===== src/rtl/if_stage_pkg.sv =====
// Purpose: Shared core package for the fetch stage. Holds the reset PC, the NOP encoding, opcodes, FSM states and queue entry type.
// Latency: n/a (types and constants only).
// Backpressure: n/a.
package if_stage_pkg;

    localparam logic [31:0] RESET_PC_DEFAULT = 32'h0000_0000;
    localparam logic [31:0] NOP_INSTR        = 32'h0000_0013;  // addi x0, x0, 0

    // instr[6:2] major opcodes seen by the control unit
    typedef enum logic [4:0] {
        OPC_LOAD   = 5'b00000,
        OPC_OP_IMM = 5'b00100,
        OPC_AUIPC  = 5'b00101,
        OPC_STORE  = 5'b01000,
        OPC_OP     = 5'b01100,
        OPC_LUI    = 5'b01101,
        OPC_BRANCH = 5'b11000,
        OPC_JALR   = 5'b11001,
        OPC_JAL    = 5'b11011,
        OPC_SYSTEM = 5'b11100
    } opcode_e;

    typedef enum logic [1:0] {
        ST_RESET,
        ST_RUN,
        ST_FLUSH
    } fetch_state_e;

    typedef struct packed {
        logic [31:0] pc;
        logic [31:0] instr;
    } fetch_entry_t;

    function automatic logic [31:0] word_align(input logic [31:0] addr);
        return addr & 32'hFFFF_FFFC;
    endfunction

endpackage


===== src/rtl/if_stage_fetch_fifo.sv =====
// Purpose: Small circular queue for fetched {pc, instr} entries. It has push, pop, flush and an occupancy count.
// Latency: a push becomes visible at head_dat on the cycle after it is written. head_dat is combinational from storage.
// Backpressure: a push while full is dropped unless a pop happens in the same cycle. A pop while empty is ignored.
// Ports: clk, rst (async active-high), push/push_dat, pop, flush, head_dat, count, empty.
module fetch_fifo #(
    parameter int WIDTH = 64,
    parameter int DEPTH = 2
) (
    input  logic                     clk,
    input  logic                     rst,
    input  logic                     push,
    input  logic [WIDTH-1:0]         push_dat,
    input  logic                     pop,
    input  logic                     flush,
    output logic [WIDTH-1:0]         head_dat,
    output logic [$clog2(DEPTH):0]   count,
    output logic                     empty
);

    localparam int PW = $clog2(DEPTH);
    localparam int CW = PW + 1;

    logic [WIDTH-1:0] mem_q [DEPTH];
    logic [WIDTH-1:0] mem_d [DEPTH];
    logic [PW-1:0]    rd_ptr_q, rd_ptr_d;
    logic [PW-1:0]    wr_ptr_q, wr_ptr_d;
    logic [CW-1:0]    count_q, count_d;
    logic             full;
    logic             do_push, do_pop;

    assign empty    = (count_q == '0);
    assign full     = (count_q == CW'(DEPTH));
    assign count    = count_q;
    assign head_dat = mem_q[rd_ptr_q];

    always_comb begin
        mem_d    = mem_q;
        rd_ptr_d = rd_ptr_q;
        wr_ptr_d = wr_ptr_q;
        count_d  = count_q;
        do_pop   = pop && !empty;
        do_push  = push && (!full || do_pop);
        if (flush) begin
            rd_ptr_d = '0;
            wr_ptr_d = '0;
            count_d  = '0;
        end else begin
            if (do_push) begin
                mem_d[wr_ptr_q] = push_dat;
                wr_ptr_d        = wr_ptr_q + PW'(1);  // DEPTH is a power of two, so the pointer wraps on its own
            end
            if (do_pop) begin
                rd_ptr_d = rd_ptr_q + PW'(1);
            end
            count_d = count_q + CW'(do_push) - CW'(do_pop);
        end
    end

    always_ff @(posedge clk or posedge rst) begin
        if (rst) begin
            for (int i = 0; i < DEPTH; i++) begin
                mem_q[i] <= '0;
            end
            rd_ptr_q <= '0;
            wr_ptr_q <= '0;
            count_q  <= '0;
        end else begin
            mem_q    <= mem_d;
            rd_ptr_q <= rd_ptr_d;
            wr_ptr_q <= wr_ptr_d;
            count_q  <= count_d;
        end
    end

endmodule


===== src/rtl/if_stage.sv =====
// Purpose: Instruction fetch stage. It issues sequential word reads, queues the returned words with their PCs, and handles redirects.
// Latency: a request in cycle N shows instrValid in cycle N+1, because the response bypasses the empty queue.
// Backpressure: queued entries plus outstanding responses never exceed QDEPTH. Fetch stalls while decode holds instrReady low.
// Ports: clk, rst | imemReq/imemAddr/imemRdata | redirectValid/redirectPc |
//        instrValid/instrReady/instr/pc/pcPlus4 | op/funct3/funct7_6 (decoded from the head).
module if_stage
    import if_stage_pkg::*;
#(
    parameter logic [31:0] RESET_PC = RESET_PC_DEFAULT,
    parameter int          QDEPTH   = 2
) (
    input  logic        clk,
    input  logic        rst,
    output logic        imemReq,
    output logic [31:0] imemAddr,
    input  logic [31:0] imemRdata,
    input  logic        redirectValid,
    input  logic [31:0] redirectPc,
    output logic        instrValid,
    input  logic        instrReady,
    output logic [31:0] instr,
    output logic [31:0] pc,
    output logic [31:0] pcPlus4,
    output logic [4:0]  op,
    output logic [2:0]  funct3,
    output logic        funct7_6
);

    localparam int CW = $clog2(QDEPTH) + 1;

    fetch_state_e state_q, state_d;
    logic [31:0]  fetch_pc_q, fetch_pc_d;
    logic         resp_pend_q, resp_pend_d;  // a response is on imemRdata this cycle
    logic [31:0]  resp_pc_q, resp_pc_d;
    fetch_entry_t last_q, last_d;            // head value shown while the queue is empty

    fetch_entry_t fifo_in, fifo_head, head;
    logic [CW-1:0] fifo_count;
    logic         fifo_empty, fifo_push, fifo_pop, fifo_flush;
    logic         bypass_vld, head_vld, xfer;
    logic [CW:0]  occ_after_pop;

    fetch_fifo #(
        .WIDTH ($bits(fetch_entry_t)),
        .DEPTH (QDEPTH)
    ) u_fifo (
        .clk      (clk),
        .rst      (rst),
        .push     (fifo_push),
        .push_dat (fifo_in),
        .pop      (fifo_pop),
        .flush    (fifo_flush),
        .head_dat (fifo_head),
        .count    (fifo_count),
        .empty    (fifo_empty)
    );

    always_comb begin
        // A redirect squashes the response arriving in the same cycle. It is neither shown nor queued.
        bypass_vld = resp_pend_q && !redirectValid;
        head_vld   = !fifo_empty || bypass_vld;
        if (!fifo_empty) begin
            head = fifo_head;
        end else begin
            head.pc    = resp_pc_q;
            head.instr = imemRdata;
        end
        xfer        = head_vld && instrReady;
        fifo_pop    = xfer && !fifo_empty;
        // A response goes into the queue unless decode takes it straight from the bypass
        fifo_push     = bypass_vld && !(fifo_empty && instrReady);
        fifo_in.pc    = resp_pc_q;
        fifo_in.instr = imemRdata;
        fifo_flush  = redirectValid && (state_q != ST_RESET);

        occ_after_pop = {1'b0, fifo_count} + (CW+1)'(resp_pend_q) - (CW+1)'(xfer);
        imemReq = (state_q == ST_RUN) && !redirectValid && (occ_after_pop < (CW+1)'(QDEPTH));

        state_d     = state_q;
        fetch_pc_d  = fetch_pc_q;
        resp_pend_d = imemReq;
        resp_pc_d   = fetch_pc_q;
        last_d      = head_vld ? head : last_q;
        case (state_q)
            ST_RESET: state_d = ST_RUN;
            ST_RUN, ST_FLUSH: begin
                if (redirectValid) begin
                    // The newest redirect target wins, even while already flushing
                    state_d    = ST_FLUSH;
                    fetch_pc_d = word_align(redirectPc);
                end else begin
                    state_d = ST_RUN;
                    if (imemReq) begin
                        fetch_pc_d = fetch_pc_q + 32'd4;
                    end
                end
            end
            default: state_d = ST_RESET;
        endcase
    end

    always_ff @(posedge clk or posedge rst) begin
        if (rst) begin
            state_q      <= ST_RESET;
            fetch_pc_q   <= RESET_PC;
            resp_pend_q  <= 1'b0;
            resp_pc_q    <= RESET_PC;
            last_q.pc    <= RESET_PC;
            last_q.instr <= NOP_INSTR;
        end else begin
            state_q     <= state_d;
            fetch_pc_q  <= fetch_pc_d;
            resp_pend_q <= resp_pend_d;
            resp_pc_q   <= resp_pc_d;
            last_q      <= last_d;
        end
    end

    assign imemAddr   = fetch_pc_q;
    assign instrValid = head_vld;
    assign instr      = head_vld ? head.instr : last_q.instr;
    assign pc         = head_vld ? head.pc : last_q.pc;
    assign pcPlus4    = pc + 32'd4;
    assign op         = instr[6:2];
    assign funct3     = instr[14:12];
    assign funct7_6   = instr[30];

endmodule

===== config.mk =====
export PLATFORM = sky130hd
export DESIGN_NAME = if_stage
export DESIGN_NICKNAME = d
export VERILOG_FILES = /design/src/rtl/if_stage_pkg.sv /design/src/rtl/if_stage_fetch_fifo.sv /design/src/rtl/if_stage.sv
export SDC_FILE = /design/constraint.sdc
export NUM_CORES = 1
export LEC_CHECK = 0
export CAP_MARGIN = 15
export CORE_ASPECT_RATIO = 0.6
export CORE_MARGIN = 2
export CORE_UTILIZATION = 48
export DETAILED_ROUTE_END_ITERATION = 10
export GPL_TIMING_DRIVEN = 0
export PLACE_DENSITY = 0.84
export SLEW_MARGIN = 10
export SYNTH_ARGS = -nofsm -noshare
export SYNTH_HDL_FRONTEND = slang
export SYNTH_SLANG_ARGS = --single-unit

===== constraint.sdc =====
create_clock -name clk -period 7.41 [get_ports clk]
set_input_delay 1.1115 -clock clk [delete_from_list [all_inputs] [get_ports clk]]
set_output_delay 1.1115 -clock clk [all_outputs]
set_load 0.05 [all_outputs]

==> impl_metrics.py, run 1 <==
metrics = {
    "timing": {
        "max_slew_margin_pct": 50.5,
        "rsz0062_at_grt": "no",
        "setup_viol": 0,
        "final_hold_viol_count": 0,
        "clock.fmax_mhz": 141,
        "layout_min_cycle_time_ns": 7.11,
        "tightest_slew_ns": 0.737,
        "min_period_over_period_pct": 95.9,
        "skew_ns": 0.0183,
        "final_max_slew_viol_count": 0,
    },
    "floorplan": {
        "floorplan.rows": 45,
        "ios": 207,
        "die_h_um": 128,
        "die-area_mm2": 0.0269,
        "start_util_pct": 48.7,
        "core_area_mm2": 0.0252,
        "fp.dieW_um": 210,
    },
    "clock_tree": {
        "cts-root-buf": "clkbuf_16",
        "cts_buffer_depth": 3,
        "cts_tree": "built",
        "htreeDepth": 1,
        "numCtsBuffers": 23,
        "ctsHoldBuffers": 0,
        "clk_latency_ns": 0.52,
        "cts_num_sinks": 253,
        "cts.clk_slew.worst_paths_ns": 0.07,
    },
    "synthesis": {
        "synth_compound_area_share_pct": 12.4,
        "synth_cell_types": 73,
        "synthesis.area_mm2": 0.0123,
        "avgSynthCellArea_um2": 10.9,
        "synth_most_common_cell": "dfrtp_1",
        "synth-warning-count": 0,
        "ys_ff_latch": 253,
        "synthSimpleGateAreaFrac_pct": 15.2,
        "synth_top_family_by_area": "simple AND/OR/NAND/NOR gates",
        "synth_cells": 1124,
        "synth_flop_cell": "dfrtp_1",
        "synth_xor_area_share_pct": 2.36,
        "ys_seq_area_share_pct": 51.7,
        "synthMuxAreaShare_pct": 12.9,
        "synth_edf_count": 0,
        "synth_commonest_cells": "dfrtp_1 (250), nand2_1 (166), mux2_2 (126)",
        "synth_area_leader_cell": "dfrtp_1",
        "synth.area.top_cells": "dfrtp_1 (51%), mux2_2 (12%), nand2_1 (5.1%)",
        "synth_fa_ha_area_share_pct": 0.980,
        "netlist.area_leader.share_pct": 51.1,
        "synth-async-reset-ratio_pct": 100,
    },
    "grt": {
        "gr-total-overflow": 0,
        "grt_pass1_vias": 9993,
        "grt_pass1_wl_mm": 56.8,
        "antenna_found_initial": 0,
        "track_usage_pct": 27.2,
        "grt_max_degree": 40,
    },
    "finish": {
        "layout.nets": 1435,
        "seq_area_mm2": 0.00633,
        "multiInputGateArea_mm2": 0.00541,
        "nFillCells": 1962,
        "layout-drive-gt1-share_pct": 17.9,
        "n_antenna_cell": 0,
        "final_core_util_pct": 61.7,
        "area_growth_pct": 26.7,
    },
    "drt": {
        "drc": 0,
        "drt_iter0_markers": 1005,
        "first_pass_iters": 7,
        "vias": 10200,
        "postRouteAntennaNets": 0,
        "wire_per_inst_um": 21.5,
        "via_per_inst": 5.97,
        "routed_wl_mm": 36.5,
    },
    "critical_path": {
        "worstPathRequired_ns": 6.30,
        "end_kind": "output port",
        "start_kind": "flop",
        "critical_path.top_delay_family": "buffers and inverters",
        "cp_num_buf_inv": 7,
        "slowest_delay_ns": 0.82,
        "cp_common_cell": "buf_2",
        "worstPathArrival_ns": 6.00,
        "crit_chain": "buf_2, buf_6, buf_2, buf_2, buf_2, buf_1, a211oi_1, a31oi_1, ha_1, a21boi_2, nand2b_1, nor3_1, xor2_1, clkdlybuf4s50_1",
        "crit_type": "flop to output port",
        "path_max_fanout": 10,
        "worst_path_max_delay_cell": "clkdlybuf4s50_1",
    },
    "placed_design": {
        "post-dp-hpwl_mm": 26.7,
        "gp_congestion": 0.897,
        "numPortBuffers": 198,
    },
    "worst_hold_path": {
        "hold_path_class": "flop to flop",
    },
    "outcome": {
        "status": "complete, no violations",
    },
    "job": {
        "cap_violations": 0,
    },
}
## placed cells by master (no fill, tap or decap), types with 23 or more instances in the layout
master           count
a211oi_1            58
a21oi_1             43
a31oi_1             57
buf_2               25
clkbuf_1            35
clkbuf_16           23
clkdlybuf4s50_1    198
dfrtp_1            250
mux2_2             126
nand2_1            166
nand3_1             35
nor2b_1             59
o22ai_1             26
## sequential cells by signal, indices dropped and copies added, names as in the netlist
name and cells:
u_fifo.mem_q 124, state_q 2, resp_pc_q 30, imemAddr 30
u_fifo.wr_ptr_q 1, resp_pend_q 1, u_fifo.rd_ptr_q 1, u_fifo.count 2
last_q 62
## path summary, 6_finish.rpt
check                      slack [ns]            end             from  depth (start not counted)
hold reg to reg                  0.47  resp_pc_q[31]     imemAddr[31]                          0
max in group asynchronous        4.95      last_q[4]              rst                          7
setup reg to reg                 2.04   imemAddr[12]  u_fifo.count[1]                         19
min in group asynchronous        0.89     last_q[49]              rst                          2
hold / removal                   0.47  resp_pc_q[31]     imemAddr[31]                          0
setup / recovery                 0.30    pcPlus4[18]  u_fifo.rd_ptr_q                         14
## per-layer routing
layer  up-vias  global-route usage, %  wire length (µm)
li1       4469                      -                 -
met1      5046                   41.2             16200
met2       576                   39.0             15400
met3        62                   7.23              4160
met4         0                   6.30               734
met5         -                      0                 0
## stage by stage
step,TNS (ns),cells,cell area (µm²),setup WS (ns),hold slack (ns)
2_1_floorplan,0,1129,12300,1.08,0.471
3_3_place_gp,-1.40,1656,14700,-0.391,0.432
3_5_place_dp,-0.964,1663,14800,-0.323,0.449
4_1_cts,0,1701,15500,0.00546,0.468
5_1_grt,0,1700,15500,0.0945,0.492
6_report,0,1700,15500,0.303,0.472
## what timing repair did
action,in CTS,in global routing
setup buffers,0,0
resized for setup,1,0
endpoints found under the setup margin,7,6
gates cloned,0,0
## cells by family after synthesis
kind of cell | after synthesis
AO/OA/AOI/OAI | 227
XOR/XNOR | 33
adder cells (fa/ha/maj) | 9
buffers and inverters | 102
flip-flops | 253
multiplexers | 142
other | 1
AND/OR/NAND/NOR | 357
## layout make-up
| cell class | count | share of cell area (%) |
|---|---|---|
| Clock buffer | 30 | 4.00 |
| Timing Repair Buffer | 206 | 13.7 |
| Clock inverter | 8 | 0.612 |
| Tap cell | 329 | 2.65 |
| Multi-Input combinational cell | 774 | 34.9 |
| Inverter | 16 | 0.411 |
| Sequential cell | 253 | 40.8 |
| Buffer | 84 | 2.96 |
Power of run 1 is left out: the tool's default activity adds up to more than one toggle a clock period on the data nets, which glitch-free logic cannot reach.
==> run 2: changes to the inputs <==
--- a/config.mk
+++ b/config.mk
@@ -6,9 +6,12 @@
 export NUM_CORES = 1
 export LEC_CHECK = 0
 export CAP_MARGIN = 15
+export CELL_PAD_IN_SITES_DETAIL_PLACEMENT = 2
+export CELL_PAD_IN_SITES_GLOBAL_PLACEMENT = 2
 export CORE_ASPECT_RATIO = 0.6
 export CORE_MARGIN = 2
-export CORE_UTILIZATION = 48
+export CORE_UTILIZATION = 31
+export CTS_CLUSTER_SIZE = 28
 export DETAILED_ROUTE_END_ITERATION = 10
 export GPL_TIMING_DRIVEN = 0
 export PLACE_DENSITY = 0.84
==> impl_metrics.py, run 2 (synthesis results as in run 1) <==
metrics = {
    "outcome": {
        "status": "complete, no violations",
    },
    "timing": {
        "setup_viol": 0,
        "hold_ws_ns": 0.442,
        "clock.fmax_mhz": 139,
        "skew_ns": 0.0280,
        "tightest_slew_ns": 0.845,
        "rsz0062_at_grt": "no",
        "layout_min_cycle_time_ns": 7.18,
        "final_max_slew_viol_count": 0,
        "final_hold_viol_count": 0,
        "max_slew_margin_pct": 43.2,
        "min_period_over_period_pct": 96.9,
    },
    "placed_design": {
        "gp_congestion": 0.842,
        "numPortBuffers": 198,
        "post-dp-hpwl_mm": 33.1,
    },
    "grt": {
        "antenna_found_initial": 2,
        "grt_pass1_wl_mm": 69.9,
        "grt_max_degree": 39,
        "track_usage_pct": 22.1,
        "gr-total-overflow": 0,
        "grt_pass1_vias": 11400,
    },
    "floorplan": {
        "start_util_pct": 31.4,
        "die-area_mm2": 0.0412,
        "floorplan.rows": 56,
        "ios": 207,
        "fp.dieW_um": 261,
        "core_area_mm2": 0.0390,
        "die_h_um": 158,
    },
    "clock_tree": {
        "cts-root-buf": "clkbuf_16",
        "post_cts_buffers": 0,
        "htreeDepth": 1,
        "cts_num_sinks": 253,
        "clk_latency_ns": 0.55,
        "cts_tree": "built",
        "numCtsBuffers": 27,
        "cts_buffer_depth": 3,
        "cts.clk_slew.worst_paths_ns": 0.06,
    },
    "finish": {
        "nFillCells": 4024,
        "layout.nets": 1438,
        "top_register": "u_fifo.mem_q",
        "largest_reg_flops": 124,
        "area_growth_pct": 29.7,
        "layout-drive-gt1-share_pct": 18.0,
        "reg.largest.list": "u_fifo.mem_q x124, last_q x62",
        "final_cell_mix": "dfrtp_1 (250), clkdlybuf4s50_1 (193), nand2_1 (166), mux2_2 (126), nor2b_1 (59)",
        "final_core_util_pct": 40.7,
        "final_common_cell": "dfrtp_1",
        "n_antenna_cell": 0,
    },
    "critical_path": {
        "end_kind": "output port",
        "slowest_delay_ns": 0.83,
        "worst_path_max_delay_cell": "clkdlybuf4s50_1",
        "cp_common_cell": "buf_2",
        "worstPathArrival_ns": 6.07,
        "worstPathRequired_ns": 6.30,
        "critical_path.top_delay_family": "buffers and inverters",
        "path_max_fanout": 10,
        "crit_chain": "buf_4, nor2_4, buf_4, buf_2, buf_2, buf_2, buf_2, a211oi_1, a31oi_1, ha_1, a21boi_4, nand2b_1, nor4b_2, xor2_1, clkdlybuf4s50_1",
        "regToRegSetupSlack_ns": 1.74,
        "start_kind": "flop",
        "cp_num_buf_inv": 7,
        "crit_type": "flop to output port",
    },
    "drt": {
        "vias": 10200,
        "postRouteAntennaNets": 0,
        "drc": 0,
        "first_pass_iters": 4,
        "routed_wl_mm": 45.4,
        "drt_iter0_markers": 646,
        "via_per_inst": 5.36,
        "wire_per_inst_um": 23.9,
    },
    "worst_hold_path": {
        "hold_path_class": "flop to flop",
    },
    "job": {
        "cap_violations": 0,
    },
}
-- run 2: changes by cell type in the layout (fill, tap and decap cells not counted) --
cell and delta:
a21boi_4 +1, clkinv_2 -3, clkbuf_8 +1, a21boi_2 -1, inv_6 +1, clkbuf_16 +4
dlymetal6s2s_1 +5, clkbuf_1 +8, buf_1 -1, clkdlybuf4s50_1 -5, bufinv_16 -1
-- run 2: worst paths after layout --
kind / start / to / cells past startpoint
worst min-delay path: imemAddr[27] / resp_pc_q[27] / 0
min in group asynchronous: rst / imemAddr[16] / 2
worst max register to register: u_fifo.count[1] / imemAddr[12] / 19
max in group asynchronous: rst / u_fifo.mem_q[30] / 5
worst max-delay path: u_fifo.count[1] / pcPlus4[24] / 15
worst min register to register: imemAddr[27] / resp_pc_q[27] / 0
-- run 2: worst register-to-register path, cell delays in order, from the launching register on --
cell and delay [ns]:
dfrtp_1 0.39, buf_4 0.17, nor2_4 0.31, buf_4 0.32
buf_2 0.31, buf_2 0.34, buf_2 0.36, nand2_1 0.15
and2_1 0.21, ha_1 0.26, or2b_1 0.23, fa_1 0.39
xnor2_1 0.14, nand4_1 0.35, clkinv_1 0.47, o21ai_1 0.67
nor3_1 0.12, a21oi_1 0.17, nor2_1 0.07, nor2_1 0.15
-- run 2: stage by stage --
stage                     area, µm²  setup TNS (ns)  setup slack [ns]  instances
after floorplan               12300               0              1.08       1129
after global placement        14900           -4.56            -0.604       1849
after detailed placement      15100           -6.35            -0.788       1857
after CTS                     15900               0            0.0955       1902
after global routing          15900               0            0.0115       1902
final                         15900               0             0.231       1902
-- run 2: routing by layer --
layer  global-route usage, %  part of all wire (%)  vias up
met2                    36.0                    47      232
met5                       0                 0.029        -
li1                        -                     -     4483
met1                    30.2                    46     5411
met3                    4.45                   5.0       65
met4                    4.79                   2.0        2
-- run 2: what timing repair did --
item	4_1_cts	5_1_grt
pin swaps	0	0
gates resized for setup	2	5
setup endpoints to repair	12	5
hold buffers	0	0
-- run 2: area by class of cell --
cell class                 instances  area, µm²  area share (%)
buffer                            83        457            2.87
clock buffer                      43        766            4.82
clock inverter                     5       58.8           0.370
inverter                          16       63.8           0.401
multi-input combinational        774       5420            34.1
sequential                       253       6330            39.9
tap                              522        653            4.11
timing repair buffer             206       2140            13.5
Power of run 2 is left out for the same reason.
==> run 3: changes to the inputs <==
--- a/config.mk
+++ b/config.mk
@@ -10,11 +10,12 @@
 export CELL_PAD_IN_SITES_GLOBAL_PLACEMENT = 2
 export CORE_ASPECT_RATIO = 0.6
 export CORE_MARGIN = 2
-export CORE_UTILIZATION = 31
+export CORE_UTILIZATION = 35
 export CTS_CLUSTER_SIZE = 28
 export DETAILED_ROUTE_END_ITERATION = 10
 export GPL_TIMING_DRIVEN = 0
-export PLACE_DENSITY = 0.84
+export MAX_ROUTING_LAYER = met4
+export PLACE_DENSITY = 0.89
 export SLEW_MARGIN = 10
 export SYNTH_ARGS = -nofsm -noshare
 export SYNTH_HDL_FRONTEND = slang
==> constraint.sdc (replaced) <==
create_clock -name clk -period 7.24 [get_ports clk]
set_input_delay 1.086 -clock clk [delete_from_list [all_inputs] [get_ports clk]]
set_output_delay 1.086 -clock clk [all_outputs]
set_load 0.05 [all_outputs]
==> impl_metrics.py, run 3 (synthesis results as in run 1) <==
metrics = {
    "outcome": {
        "status": "complete, no violations",
    },
    "critical_path": {
        "r2r.worst_path.cells": 18,
        "path_max_fanout": 10,
        "critical_path.top_delay_family": "buffers and inverters",
        "worstPathArrival_ns": 6.06,
        "cp_common_cell": "buf_2",
        "start_kind": "flop",
        "reg2reg_to": "imemAddr[29]",
        "regToRegSetupSlack_ns": 1.03,
        "r2r_start": "u_fifo.count[1]",
        "crit_type": "flop to output port",
        "slowest_delay_ns": 0.83,
        "crit_chain": "buf_4, nor2_4, buf_4, buf_2, buf_2, buf_2, nand2_1, and2_1, ha_1, or2b_1, fa_1, xnor2_1, nand4_1, clkinvlp_4, clkdlybuf4s50_1",
        "end_kind": "output port",
        "cp_num_buf_inv": 7,
        "worstPathRequired_ns": 6.15,
        "worst_path_max_delay_cell": "clkdlybuf4s50_1",
    },
    "timing": {
        "rsz0062_at_grt": "yes",
        "final_max_slew_viol_count": 0,
        "tightest_slew_ns": 0.950,
        "skew_ns": 0.0140,
        "min_period_over_period_pct": 98.7,
        "clock.fmax_mhz": 140,
        "setup_viol": 0,
        "final.setup.tns_ns": 0,
        "max_slew_margin_pct": 36.1,
        "layout_min_cycle_time_ns": 7.15,
        "hold_ws_ns": 0.426,
        "final_hold_viol_count": 0,
    },
    "clock_tree": {
        "ctsHoldBuffers": 0,
        "clk_latency_ns": 0.55,
        "cts_buffer_depth": 3,
        "htreeDepth": 1,
        "cts_num_sinks": 253,
        "cts.clk_slew.worst_paths_ns": 0.07,
        "numCtsBuffers": 26,
        "cts-root-buf": "clkbuf_16",
        "cts_tree": "built",
    },
    "drt": {
        "routed_wl_mm": 53.0,
        "postRouteAntennaNets": 0,
        "first_pass_iters": 7,
        "drc": 0,
        "vias": 10700,
        "drt_iter0_markers": 803,
        "via_per_inst": 5.77,
        "wire_per_inst_um": 28.7,
    },
    "floorplan": {
        "die_h_um": 149,
        "die-area_mm2": 0.0366,
        "start_util_pct": 35.3,
        "floorplan.rows": 53,
        "ios": 207,
        "core_area_mm2": 0.0347,
        "fp.dieW_um": 246,
    },
    "placed_design": {
        "post-dp-hpwl_mm": 35.0,
        "gp_congestion": 0.832,
        "dp.cells": 1802,
        "numPortBuffers": 198,
    },
    "finish": {
        "final_common_cell": "dfrtp_1",
        "top_register": "u_fifo.mem_q",
        "final_cell_mix": "dfrtp_1 (250), clkdlybuf4s50_1 (192), nand2_1 (166), mux2_2 (126), nor2b_1 (59)",
        "multiInputGateArea_mm2": 0.00543,
        "layout-drive-gt1-share_pct": 19.0,
        "layout.nets": 1439,
        "largest_reg_flops": 124,
        "nFillCells": 3495,
        "reg.largest.list": "u_fifo.mem_q x124, last_q x62",
        "fin_cells": 1849,
        "area_growth_pct": 30.0,
        "seq_area_mm2": 0.00633,
    },
    "grt": {
        "antenna_found_initial": 2,
        "grt_pass1_wl_mm": 80.5,
        "track_usage_pct": 30.0,
        "gr-total-overflow": 0,
        "grt_max_degree": 38,
        "grt_pass1_vias": 12200,
    },
    "worst_hold_path": {
        "min_delay_path_depth": 0,
        "hp-start": "imemAddr[6]",
        "holdPathEnd": "resp_pc_q[6]",
        "hold_path_class": "flop to flop",
    },
    "job": {
        "cap_violations": 0,
    },
}
run 3: changes by cell type in the layout (fill, tap and decap cells not counted), moves of 2 or more:
| cell | before | now |
|---|---|---|
| clkbuf_1 | 43 | 31 |
| dlygate4sd2_1 | 0 | 2 |
| dlymetal6s2s_1 | 5 | 3 |
| clkbuf_2 | 0 | 2 |
| clkinv_2 | 1 | 4 |
| buf_4 | 19 | 21 |
| clkbuf_8 | 3 | 11 |
run 3: area by class of cell:
cell class	instances	area share, %
flip-flops and latches	253	39.8
multi-input cells	774	34.1
repair buffers	208	13.5
clock buffers	41	5.26
well taps	467	3.67
plain buffers	83	2.88
inverters	16	0.424
clock inverters	6	0.369
diodes	1	0.0157
run 3: worst register-to-register path, delay by kind of cell (launching register included):
kind                       cells  cell delay, ns
adders and majority gates      2            0.65
and+or+nand+nor                8            2.92
DFF                            1            0.40
xor gates and xnor gates       1            0.16
buffers and inverters          5            1.65
AOI/OAI and AO/OA              2            0.28
run 3: stage by stage:
stage	setup WS [ns]	util, %	cell area [µm²]
CTS	0.0785	45.8	15900
floorplan	0.962	-	12300
global route	-0.0490	45.8	15900
detailed placement	-0.938	43.2	15000
global placement	-0.892	42.7	14800
finish	0.0928	45.8	15900
run 3: metal layers:
layer	GRT usage, %	share of wire (%)	wire [µm]	up-vias
li1	-	-	-	4481
met1	37.7	43	22500	5640
met2	48.3	48	25200	399
met3	5.94	6.0	3190	140
met4	11.1	3.9	2090	0
met5	-	0	0	-
run 3: worst max-delay path by stage:
stage	startpoint	to	slack, ns	cells past startpoint
6_report	u_fifo.count[1]	imemReq	0.09	15
5_1_grt	u_fifo.count[1]	imemReq	-0.05	15
4_1_cts	u_fifo.count[1]	imemReq	0.08	15
3_5_place_dp	redirectValid	pcPlus4[30]	-0.94	15
3_3_place_gp	redirectValid	pcPlus4[30]	-0.89	15
2_1_floorplan	redirectValid	pcPlus4[22]	0.96	13
run 3: what timing repair did:
action | in CTS | in global routing
setup buffers | 0 | 2
endpoints found under the setup margin | 13 | 5
resized for setup | 8 | 5
Power of run 3 is left out for the same reason.
==> patch: new RTL, settings of run 1 <==
The 3 states of `fetch_state_e` get a one-hot encoding in 3 bits.
--- a/src/rtl/if_stage_pkg.sv
+++ b/src/rtl/if_stage_pkg.sv
@@ -21,8 +21,8 @@
     } opcode_e;
 
-    typedef enum logic [1:0] {
-        ST_RESET,
-        ST_RUN,
-        ST_FLUSH
+    typedef enum logic [2:0] {
+        ST_RESET = 3'b001,
+        ST_RUN   = 3'b010,
+        ST_FLUSH = 3'b100
     } fetch_state_e;
 
Function: same outputs for any inputs over 4 cycles, from zero or initial values and one cycle with rst high; so few cycles prove little.
==> patch against run 1 <==
  * Clock skew shrank 0.0081 ns
  * Register-to-register slack gained 0.35 ns
  * Design area grew 2.5%
  * Wire length grew 7.9%
  * Sequential cell count grew 1
  * Maximum frequency shrank 0.32%
  * Setup slack lost 0.023 ns
  * Non-clock buffer count grew 11
  * Synthesized area grew 2.1%
  * Via count grew 5.5%
  * Final cell count grew 3.8%
  * Largest cell class unchanged
Power is left out: the tool's default activity adds up to more than one toggle a clock period on the data nets, which glitch-free logic cannot reach.
==> patch: results (changes against run 1) <==
grt_use_met1_pct: 41.9  # +0.72 points
grtUsageTotal_pct: 29.0  # +1.7 points
grt.met2_usage_pct: 42.4  # +3.4 points
yosys-top-cells-area: "dfrtp_1 50%, mux2_2 12%, nand2_1 4.6%"
status: "finished, final reports clean"
synth-seq-area-share_pct: 50.8  # -0.86 points
grt_util_met3_pct: 8.48  # +1.3 points
dr_wl_met2_um: 17000  # +10%
layout.nets: 1468  # +2.3%
dpl_cell_area_um2: 15100  # +2.1%
num_vias: 10714  # +5.5%
rr_endpoint: "imemAddr[4]"
wl_met1_um: 17000  # +4.6%
dp_cells: 1720  # +3.4%
finClkSkew_ns: 0.0102  # -0.00811 ns
grt_max_degree: 38  # -5.0%
synthTopCellsByCount: "250 x dfrtp_1, 153 x nand2_1, 138 x mux2_2"
dp_slack_ns: 0.349  # +0.672 ns
dp_hpwl_um: 29000  # +8.8%
wl_per_cell_um: 22.3  # +3.9%
tightest_slew_ns: 0.892  # +0.155 ns
drt_iter0_drc: 1222  # +22%
grt_pass1_wl_um: 61200  # +7.8%
synth_cell_types: 62  # -15%
crit_start: "redirectValid"
post_cts_resized: 0  # -1
patch: cell types whose count changed after synthesis, sizes merged, moves of 5 or more:
cell / run 1 / this run
xor2: 11 / 18
and3: 12 / 18
buf: 56 / 67
mux2: 128 / 138
nand2: 168 / 153
xnor2: 22 / 17
nand4: 13 / 28
nor2b: 60 / 55
a21oi: 43 / 31
a311oi: 2 / 8
nor2: 23 / 31
patch: how the worst min path moves through the flow:
stage | cells past startpoint | startpoint | endpoint | slack (ns)
6_report | 0 | imemAddr[22] | resp_pc_q[22] | 0.40
5_1_grt | 0 | imemAddr[22] | resp_pc_q[22] | 0.42
4_1_cts | 0 | imemAddr[22] | resp_pc_q[22] | 0.41
3_5_place_dp | 0 | imemAddr[22] | resp_pc_q[22] | 0.40
3_3_place_gp | 0 | imemAddr[22] | resp_pc_q[22] | 0.39
2_1_floorplan | 1 | u_fifo.mem_q[102] | u_fifo.mem_q[102] | 0.47
patch: critical path, delay by kind of cell:
family                     cells  cell delay [ns]
AOI/OAI and AO/OA              1             0.27
xor gates and xnor gates       1             0.20
adders and majority gates      1             0.34
buffers and inverters          7             3.05
and+or+nand+nor                4             1.02
patch: cell families after synthesis:
kind of cell | count (synthesis) | synth area share (%)
buffers and inverters | 109 | 4.60
xor gates and xnor gates | 35 | 2.45
AOI/OAI and AO/OA | 228 | 12.3
adders and majority gates | 6 | 0.660
muxes | 155 | 13.9
DFF | 254 | 50.8
other | 1 | 0.0300
and+or+nand+nor | 369 | 15.3
patch: final cells by class:
class,count,area [um^2]
fill,2035,9530
tap,352,440
clock inverter,3,40.0
multi-input combinational,799,5590
buffer,95,524
clock buffer,41,756
inverter,14,56.3
timing repair buffer,206,2140
antenna,1,2.50
sequential,254,6360
